**src/rtl/accel_fifo_bridge.sv**
```systemverilog
// Accelerator-side FIFO bridge: inbound FIFO (controller put -> accelerator pop) and outbound FIFO
// (accelerator push -> controller get). Define ACCEL_FIFO_BRIDGE_ERR_EN to add the sticky err output.
module accel_fifo_bridge #(
    parameter int DEPTH = 16,
    parameter int WIDTH = 32
) (
    input  logic             clk,
    input  logic             reset,
    input  logic             put_req,
    input  logic [WIDTH-1:0] data_in,
    output logic             to_empty,
    output logic             to_full,
    input  logic             get_req,
    output logic [WIDTH-1:0] data_out,
    output logic             from_empty,
    output logic             from_full,
    output logic [WIDTH-1:0] acc_in_data,
    output logic             acc_in_valid,
    input  logic             acc_in_pop,
    input  logic [WIDTH-1:0] acc_out_data,
    input  logic             acc_out_push,
    output logic             acc_out_ready
`ifdef ACCEL_FIFO_BRIDGE_ERR_EN
    ,
    output logic             err
`endif
);

    localparam int AW = $clog2(DEPTH);
    localparam logic [AW:0] FULL_COUNT = (AW+1)'(DEPTH);

    logic [WIDTH-1:0] in_mem  [DEPTH];
    logic [WIDTH-1:0] out_mem [DEPTH];

    logic [AW-1:0]    in_wr_ptr_reg, in_rd_ptr_reg;
    logic [AW:0]      in_count_reg, in_count_next;
    logic [AW-1:0]    out_wr_ptr_reg, out_rd_ptr_reg;
    logic [AW:0]      out_count_reg, out_count_next;
    logic [WIDTH-1:0] data_out_reg;

    logic in_wr_en, in_rd_en, out_wr_en, out_rd_en;

    // Flags come only from registered counts, so every accept decision uses pre-edge state.
    assign to_empty   = (in_count_reg == '0);
    assign to_full    = (in_count_reg == FULL_COUNT);
    assign from_empty = (out_count_reg == '0);
    assign from_full  = (out_count_reg == FULL_COUNT);

    assign in_wr_en  = put_req && !to_full;
    assign in_rd_en  = acc_in_pop && !to_empty;
    assign out_wr_en = acc_out_push && !from_full;
    assign out_rd_en = get_req && !from_empty;

    assign acc_in_valid  = !to_empty;
    assign acc_out_ready = !from_full;
    assign acc_in_data   = in_mem[in_rd_ptr_reg];
    assign data_out      = data_out_reg;

    always_comb begin
        in_count_next = in_count_reg;
        if (in_wr_en && !in_rd_en) begin
            in_count_next = in_count_reg + (AW+1)'(1);
        end else if (!in_wr_en && in_rd_en) begin
            in_count_next = in_count_reg - (AW+1)'(1);
        end
    end

    always_comb begin
        out_count_next = out_count_reg;
        if (out_wr_en && !out_rd_en) begin
            out_count_next = out_count_reg + (AW+1)'(1);
        end else if (!out_wr_en && out_rd_en) begin
            out_count_next = out_count_reg - (AW+1)'(1);
        end
    end

    // Storage is deliberately left out of reset so it can map onto RAM.
    always_ff @(posedge clk) begin
        if (in_wr_en) begin
            in_mem[in_wr_ptr_reg] <= data_in;
        end
        if (out_wr_en) begin
            out_mem[out_wr_ptr_reg] <= acc_out_data;
        end
    end

    always_ff @(posedge clk or negedge reset) begin
        if (!reset) begin
            in_wr_ptr_reg  <= '0;
            in_rd_ptr_reg  <= '0;
            in_count_reg   <= '0;
            out_wr_ptr_reg <= '0;
            out_rd_ptr_reg <= '0;
            out_count_reg  <= '0;
            data_out_reg   <= '0;
        end else begin
            in_count_reg  <= in_count_next;
            out_count_reg <= out_count_next;
            if (in_wr_en) begin
                in_wr_ptr_reg <= in_wr_ptr_reg + AW'(1);
            end
            if (in_rd_en) begin
                in_rd_ptr_reg <= in_rd_ptr_reg + AW'(1);
            end
            if (out_wr_en) begin
                out_wr_ptr_reg <= out_wr_ptr_reg + AW'(1);
            end
            if (out_rd_en) begin
                out_rd_ptr_reg <= out_rd_ptr_reg + AW'(1);
                data_out_reg   <= out_mem[out_rd_ptr_reg];
            end
        end
    end

`ifdef ACCEL_FIFO_BRIDGE_ERR_EN
    logic err_reg;

    always_ff @(posedge clk or negedge reset) begin
        if (!reset) begin
            err_reg <= 1'b0;
        end else if ((put_req && to_full) || (get_req && from_empty)) begin
            err_reg <= 1'b1;
        end
    end

    assign err = err_reg;
`endif

endmodule

```
**config.mk**
```make
export PLATFORM = sky130hd
export DESIGN_NAME = accel_fifo_bridge
export DESIGN_NICKNAME = d
export VERILOG_FILES = /design/src/rtl/accel_fifo_bridge.sv
export SDC_FILE = /design/constraint.sdc
export NUM_CORES = 1
export LEC_CHECK = 0
export BUFFER_PORTS_ARGS = -buffer_cell sky130_fd_sc_hd__buf_2
export CORE_MARGIN = 8
export CORE_UTILIZATION = 55
export DETAILED_ROUTE_END_ITERATION = 12
export GPL_TIMING_DRIVEN = 0
export PLACE_DENSITY = 0.84
export SLEW_MARGIN = 20
export SYNTH_ARGS = -nofsm -noshare
export SYNTH_HDL_FRONTEND = slang
export SYNTH_SLANG_ARGS = --single-unit
```
**constraint.sdc**
```tcl
create_clock -name clk -period 3.95 [get_ports clk]
set_input_delay 0.79 -clock clk [delete_from_list [all_inputs] [get_ports clk]]
set_output_delay 0.79 -clock clk [all_outputs]
set_load 0.01 [all_outputs]
```
## After elaboration in Yosys (flattened, before gate mapping)

Memory sizes are Yosys's and may differ from the RTL's. A register that Yosys moved wholly into a read port is not among the register bits.
Cells that the tools add are included.

- Word-level logic and storage cells: 47
- Memory bits (writable): 1,024
- Memories: 2
- Output and inout bits: 70
- Latch bits: 0
- Bits in registers: 26
- Bits in read-only memories: 0

- Shift operators: 0
- Eq/ne operators: 2
- $mul: 0
- Div/mod/pow operators: 0
- Order comparisons: 0
- Add/subtract/negate cells: 8
- Muxes and demuxes: 8
- Bitwise gates (word level): 0
- Reductions and logical operators: 21

Memory list:

| name | depth | bits a word | read ports | clocked after memory_dff | write ports | RTL line | RTL |
|---|---|---|---|---|---|---|---|
| in_mem | 16 | 32 | 1 | 0 | 1 | 32 | `logic [WIDTH-1:0] in_mem [DEPTH];` |
| out_mem | 16 | 32 | 1 | 1 | 1 | 33 | `logic [WIDTH-1:0] out_mem [DEPTH];` |

Operators with widths:

| cell | count |
|---|---|
| two-way mux 5 bit | 4 |
| adder 4 x 1 -> 4 bit, second input constant | 4 |
| adder 5 x 1 -> 5 bit, second input constant | 2 |
| == test 5 bit, second input constant | 2 |
| logical NOT 5 bit | 2 |
| subtractor 5 x 1 -> 5 bit, second input constant | 2 |
| logical NOT 1 bit | 9 |
| logical AND 1 bit | 8 |
| two-way mux 1 bit | 4 |
| nonzero test 2 bit | 2 |

## Longest topological paths before layout

Gate-level depths: netlist of run 1.

- Depth after elaboration: 7
- Mapped depth: 11
- Mapped depth without buffers: 10

## Least setup slack after synthesis of run 1

OpenSTA, ideal clock, no wires.

- Path kind: input port to flip-flop
- Start point: input port put_req
- End point: memory in_mem[3][0], enable pin
- Arrival: 3,679 ps
- Cell stages on the path: 3
- Slack: -190 ps
- Buffers on the path: 0
- Cells stage by stage: a21boi_1 nand2_1 nor3_1

- Cells in the longest elaborated chain, start to end: 3

Ends and longest elaborated chain:

| what | RTL line | RTL |
|---|---|---|
| start: declaration | 9 | `input logic put_req,` |
| logical AND 1 bit | 49 | `assign in_wr_en = put_req && !to_full;` |
| two-way mux 1 bit | 79 | `if (in_wr_en) begin` |
| two-way mux 1 bit (not written as such) | 80 | `in_mem[in_wr_ptr_reg] <= data_in;` |
| end: declaration | 32 |  |

Every way passes these cells.

## Final worst setup path of run 1

- Start point: register in_rd_ptr_reg[1]
- End point: output port acc_in_data[30]

- Cells in the longest elaborated chain, start to end: 1

Ends and longest elaborated chain:

| what | RTL line | RTL |
|---|---|---|
| start: declaration | 35 | `logic [AW-1:0] in_wr_ptr_reg, in_rd_ptr_reg;` |
| start signal: assignment | 103 | `in_rd_ptr_reg <= in_rd_ptr_reg + AW'(1);` |
| memory read (16 x 32 bit) | - |  |
| end: declaration | 17 | `output logic [WIDTH-1:0] acc_in_data,` |

Every way passes these cells.

==> results of run 1 <==
cells by family after synthesis:
group	after synthesis
DFF	1082
muxes	326
xor gates and xnor gates	20
AOI/OAI and AO/OA	114
buffers and inverters	103
and+or+nand+nor	73
adders and majority gates	20
routing by layer:
layer  global-route usage  share of wire
met1                0.289           0.33
met2                0.438           0.53
met3               0.0551          0.099
met4                0.102          0.043
met5                    0        0.00055
cell usage after synthesis:
master / count / area [µm²]
buf_4: 7 / 52.6
nor4_1: 2 / 12.5
a21o_1: 4 / 30.0
o22ai_1: 64 / 400
and3_1: 1 / 6.26
nand2_1: 19 / 71.3
mux2i_1: 2 / 20.0
buf_2: 22 / 110
o21ai_0: 6 / 30.0
buf_6: 12 / 135
or4_1: 1 / 7.51
nor3_1: 8 / 40.0
nand2b_1: 6 / 37.5
and2_1: 1 / 6.26
nand4_1: 3 / 18.8
o211ai_2: 1 / 12.5
buf_1: 17 / 63.8
mux2_2: 36 / 405
nor2_1: 29 / 109
inv_1: 8 / 30.0
a21oi_1: 36 / 180
xnor2_1: 18 / 158
or2_2: 1 / 6.26
a21boi_1: 2 / 15.0
edfxtp_1: 1024 / 30700
clkbuf_1: 36 / 135
nand3_1: 2 / 10.0
ha_1: 18 / 225
xor2_1: 2 / 17.5
fa_1: 2 / 40.0
mux4_2: 288 / 6490
o21a_1: 1 / 7.51
dfrtp_1: 58 / 1450
inv_2: 1 / 3.75
repair_timing:
item | 4_1_cts | 5_1_grt
buffers inserted | 0 | 0
endpoints found under the setup margin | 32 | 0
gates resized for setup | 12 | 0
area by class of cell:
type | instances | area, µm² | share of cell area
repair buffers | 191 | 1740 | 0.0366
clock buffers | 129 | 2600 | 0.0547
multi-input cells | 553 | 8620 | 0.182
flip-flops and latches | 1082 | 32200 | 0.678
plain buffers | 94 | 517 | 0.0109
diodes | 11 | 27.5 | 0.000579
clock inverters | 55 | 558 | 0.0117
well taps | 969 | 1210 | 0.0255
inverters | 9 | 33.8 | 0.000711
worst max-delay path, delay by kind of cell (launching register included):
family                 cells  cell delay, ps
buffers and inverters      3            1030
multiplexers               2             910
flip-flops                 1             480
cell usage in the layout (no fill, tap or decap), types with 11 or more instances in the layout:
cell and instances:
edfxtp_1 1024, clkinv_1 20, clkinv_2 18, nand2_1 19, clkbuf_16 99, mux4_2 288, diode_2 11, clkbuf_1 62
a21oi_1 36, ha_1 18, buf_16 17, buf_8 17, dfrtp_1 58, buf_12 13, xnor2_1 18, mux2_2 36
nor2_4 24, buf_6 17, o22ai_1 64, buf_2 167
power by group:
group          switching [mW]  internal, mW  leakage, nW
clock                    4.27          5.10         1.53
combinational            5.96          4.82         3.82
sequential              0.537          14.0         9.91
total                    10.8          23.9         15.3
per-stage QoR:
step	setup WS [ps]	area, µm²
floorplan	664	41100
global placement	-1350	43000
detailed placement	343	44300
CTS	71.5	47500
global route	24.0	47500
finish	80.7	47500
worst min-delay path by stage:
stage | startpoint | end
2_1_floorplan | in_count_reg[4] | in_count_reg[4]
3_3_place_gp | in_count_reg[4] | in_count_reg[4]
3_5_place_dp | in_count_reg[4] | in_count_reg[4]
4_1_cts | reset | data_out[20]
5_1_grt | reset | data_out[20]
6_report | reset | data_out[20]
==> impl_metrics.env, run 1 <==
export IMPL_hold_path_class="in -> async"
export IMPL_synth_adder_area_share=0.00646
export IMPL_cp_endpoint="acc_in_data[30]"
export IMPL_cpPeakStageDelay_ps=540
export IMPL_crit_path_max_fanout=10
export IMPL_seq_area_frac_synth=0.784
export IMPL_yosys_register_bits=1082
export IMPL_path_class="reg -> out"
export IMPL_ios=140
export IMPL_yosysWarningCount=0
export IMPL_timing_rr_start="out_count_reg[1]"
export IMPL_synth_compound_area_frac=0.0164
export IMPL_synth_distinct_cells=34
export IMPL_worst_pin_slew_ps=1010
export IMPL_utilization=0.640
export IMPL_finClkSkew_ps=75.4
export IMPL_hold_viol_final=0
export IMPL_rows=100
export IMPL_cts_tree="yes"
export IMPL_syn_area_per_cell_um2=23.6
export IMPL_powerDensity_nw_per_um2=729
export IMPL_crit_path_start_kind="register"
export IMPL_wl_per_cell_um=33.4
export IMPL_vias_per_cell=6.67
export IMPL_status="finished clean"
export IMPL_holdWs_ps=41.5
export IMPL_crit_path_frequent_cell="mux4_2"
export IMPL_syn_instance_count=1738
export IMPL_dieArea_um2=83700
export IMPL_nFillCells=4445
export IMPL_path_clk_slew_ps=70
export IMPL_place_congestion=0.773
export IMPL_finalPower_mw=34.6
export IMPL_htree_levels=3
export IMPL_arrival_ps=3080
export IMPL_hold_buffers=0
export IMPL_layout_min_cycle_time_ps=3870
export IMPL_initial_core_util=0.554
export IMPL_grt_ovfl_total=0
export IMPL_cp_end_kind="primary output"
export IMPL_slew_headroom=0.325
export IMPL_clk_insertion_delay_late_ps=690
export IMPL_r2r_cells=11
export IMPL_slowest_stage="mux4_2"
export IMPL_antenna_found_initial=14
export IMPL_routed_wl_um=103000
export IMPL_rsz0062_at_grt="false"
export IMPL_r2r_end="out_count_reg[4]"
export IMPL_vias=20600
export IMPL_synthSimpleGateAreaFrac=0.00792
export IMPL_grt_pass1_vias=21900
export IMPL_cts_made_buffers=99
export IMPL_clockRootBuffer="clkbuf_16"
export IMPL_drt_first_pass_iters=6
export IMPL_worstPathRequired_ps=3160
export IMPL_synthMuxAreaShare=0.168
export IMPL_clock_sinks=1082
export IMPL_setup_tns_ps=0
export IMPL_peakVddDrop_mv=0.615
export IMPL_synth_nets=1828
export IMPL_synth_xor_area_frac=0.00426
export IMPL_port_buffers=139
export IMPL_slew_violations=0
export IMPL_hpwl_um=61700
export IMPL_drive_gt1_frac=0.349
export IMPL_core_um2=74200
export IMPL_grtUsageTotal=0.247
export IMPL_dp_cells=2898
export IMPL_synth_top_family_by_area="multiplexers"
export IMPL_startpoint="in_rd_ptr_reg[1]"
export IMPL_route_detailed_drc=0
export IMPL_syn2layout_area_growth_pct=15.6
export IMPL_detail_route_antenna_nets=0
export IMPL_nNetsFinal=2120
export IMPL_drv_cap=0
export IMPL_min_period_over_period=0.980
export IMPL_leakage_nw=15.3
export IMPL_grt_max_degree=40
export IMPL_path_cells="clkbuf_2, clkdlybuf4s15_2, mux4_2, mux4_2, buf_2"
export IMPL_setup_violations=0
export IMPL_first_iter_violations=2903
export IMPL_die_w_um=289
export IMPL_synth_area_um2=41100
export IMPL_fmax_mhz=258
export IMPL_die_h_um=289
export IMPL_fin_cells=3093
export IMPL_grt_pass1_wl_um=147000
export IMPL_reg2reg_setup_slack_ps=610
export IMPL_cts_buffer_depth=3
No activity file was read; power rests on OpenSTA's default activity.
==> run 2, diff against run 1 <==
--- a/config.mk
+++ b/config.mk
@@ -6,6 +6,7 @@
 export NUM_CORES = 1
 export LEC_CHECK = 0
 export BUFFER_PORTS_ARGS = -buffer_cell sky130_fd_sc_hd__buf_2
+export CORE_ASPECT_RATIO = 2
 export CORE_MARGIN = 8
 export CORE_UTILIZATION = 55
 export DETAILED_ROUTE_END_ITERATION = 12
==> run 2 against run 1 <==
Combinational power about the same. Hold slack got worse by 8.2 ps. Die area increased by 0.63%. Largest power group unchanged. Highest routed layer unchanged.
==> impl_metrics.env, run 2 (synthesis gave the netlist of run 1 again) <==
export IMPL_drive_gt1_frac=0.351
export IMPL_timing_rr_start="out_count_reg[0]"
export IMPL_worst_pin_slew_ps=990
export IMPL_nNetsFinal=2107
export IMPL_slew_violations=0
export IMPL_crit_buf_inv=3
export IMPL_power_switching_mw=10.4
export IMPL_internal_power_mw=23.7
export IMPL_leakage_nw=15.2
export IMPL_grtUsageTotal=0.232
export IMPL_crit_path_start_kind="register"
export IMPL_path_class="reg -> out"
export IMPL_fmax_mhz=259
export IMPL_reg2reg_setup_slack_ps=730
export IMPL_hpwl_um=59500
export IMPL_final_common_cell="edfxtp_1"
export IMPL_rows=142
export IMPL_min_period_over_period=0.978
export IMPL_grt_max_degree=37
export IMPL_grt_pass1_wl_um=142000
export IMPL_status="finished clean"
export IMPL_htree_levels=3
export IMPL_port_buffers=139
export IMPL_vias_per_cell=6.61
export IMPL_drv_cap=0
export IMPL_power_frac_seq=0.425
export IMPL_drt_first_pass_iters=5
export IMPL_cts_tree="yes"
export IMPL_arrival_ps=3070
export IMPL_cp_end_kind="primary output"
export IMPL_worstPathRequired_ps=3160
export IMPL_placed_area_um2=44400
export IMPL_cts_made_buffers=87
export IMPL_pwr_share_comb=0.314
export IMPL_layout_min_cycle_time_ps=3860
export IMPL_route_detailed_drc=0
export IMPL_setup_tns_ps=0
export IMPL_peakVddDrop_mv=0.603
export IMPL_clockRootBuffer="clkbuf_16"
export IMPL_die_w_um=209
export IMPL_clkPwrFrac=0.261
export IMPL_powerDensity_nw_per_um2=720
export IMPL_hold_path_class="in -> async"
export IMPL_final_cell_mix="edfxtp_1 (1024), mux4_2 (288), buf_2 (168)"
export IMPL_finalPower_mw=34.0
export IMPL_path_cells="buf_6, buf_6, mux4_2, mux4_2, buf_2"
export IMPL_detail_route_antenna_nets=0
export IMPL_ios=140
export IMPL_vias=20000
export IMPL_antenna_found_initial=11
export IMPL_slew_headroom=0.340
export IMPL_fin_area_um2=47300
export IMPL_hold_viol_final=0
export IMPL_crit_path_max_fanout=10
export IMPL_startpoint="in_rd_ptr_reg[0]"
export IMPL_initial_core_util=0.552
export IMPL_fin_cells=3031
export IMPL_cts_setup_buffers=0
export IMPL_routed_wl_um=97400
export IMPL_cts_buffer_depth=3
export IMPL_cpPeakStageDelay_ps=600
export IMPL_clock_sinks=1082
export IMPL_first_iter_violations=2616
export IMPL_layout_setup_ws_ps=85.6
export IMPL_place_congestion=0.729
export IMPL_holdWs_ps=33.3
export IMPL_path_clk_slew_ps=70
export IMPL_syn2layout_area_growth_pct=15.2
export IMPL_dieArea_um2=84200
export IMPL_die_h_um=403
export IMPL_cp_top_family="multiplexers"
export IMPL_wl_per_cell_um=32.1
export IMPL_setup_violations=0
export IMPL_clk_insertion_delay_late_ps=670
export IMPL_grt_ovfl_total=0
export IMPL_rsz0062_at_grt="false"
export IMPL_core_um2=74400
export IMPL_utilization=0.636
export IMPL_sw_frac_of_total=0.304
export IMPL_dp_slack_ps=344
export IMPL_dp_cells=2865
export IMPL_finClkSkew_ps=16.3
export IMPL_slowest_stage="mux4_2"
export IMPL_grt_pass1_vias=21200
[run 2: cell count changes in the layout (fill, tap and decap cells not counted), moves of 6 or more]
cell	change
clkbuf_8	+12
buf_12	-11
diode_2	-6
buf_16	+14
clkbuf_1	-9
clkinv_1	-10
clkinv_2	-6
clkbuf_16	-9
[run 2: power groups by stage]
| stage | Combinational (mW) | Sequential (mW) | Clock, mW |
|---|---|---|---|
| finish | 10.7 | 14.5 | 8.89 |
| global route | 11.3 | 14.6 | 9.32 |
| CTS | 10.8 | 14.5 | 8.97 |
| detailed placement | 10.6 | 14.7 | 0 |
| global placement | 9.68 | 14.7 | 0 |
| floorplan | 6.75 | 14.6 | 0 |
[run 2: final timing paths]
check / depth (start not counted) / to
min in group clk: 3 / in_rd_ptr_reg[3]
worst max-delay path: 5 / acc_in_data[30]
max in group asynchronous: 2 / data_out[17]
worst max register to register: 11 / out_count_reg[4]
worst min register to register: 1 / in_count_reg[4]
worst min-delay path: 1 / data_out[30]
[run 2: layout make-up]
| cell class | instances | area, µm² |
|---|---|---|
| clock inverters | 38 | 388 |
| clock buffers | 124 | 2510 |
| plain buffers | 93 | 509 |
| repair buffers | 191 | 1860 |
| well taps | 936 | 1170 |
| multi-input cells | 553 | 8620 |
| diodes | 5 | 12.5 |
| flip-flops and latches | 1082 | 32200 |
| fillers | 4501 | 27100 |
| inverters | 9 | 33.8 |
[run 2: timing repair]
action | 4_1_cts | 5_1_grt
hold buffers | 0 | 0
gates resized for setup | 17 | 1
endpoints found under the hold margin | 0 | 0
endpoints found under the setup margin | 32 | 7
[run 2: per-layer routing]
layer  global-route usage  part of all wire  vias up
met3               0.0543              0.10      245
met2                0.389              0.51     1323
met5                    0           0.00080        -
met4               0.0873             0.033       12
li1                     -                 -     7952
met1                0.293              0.36    10500
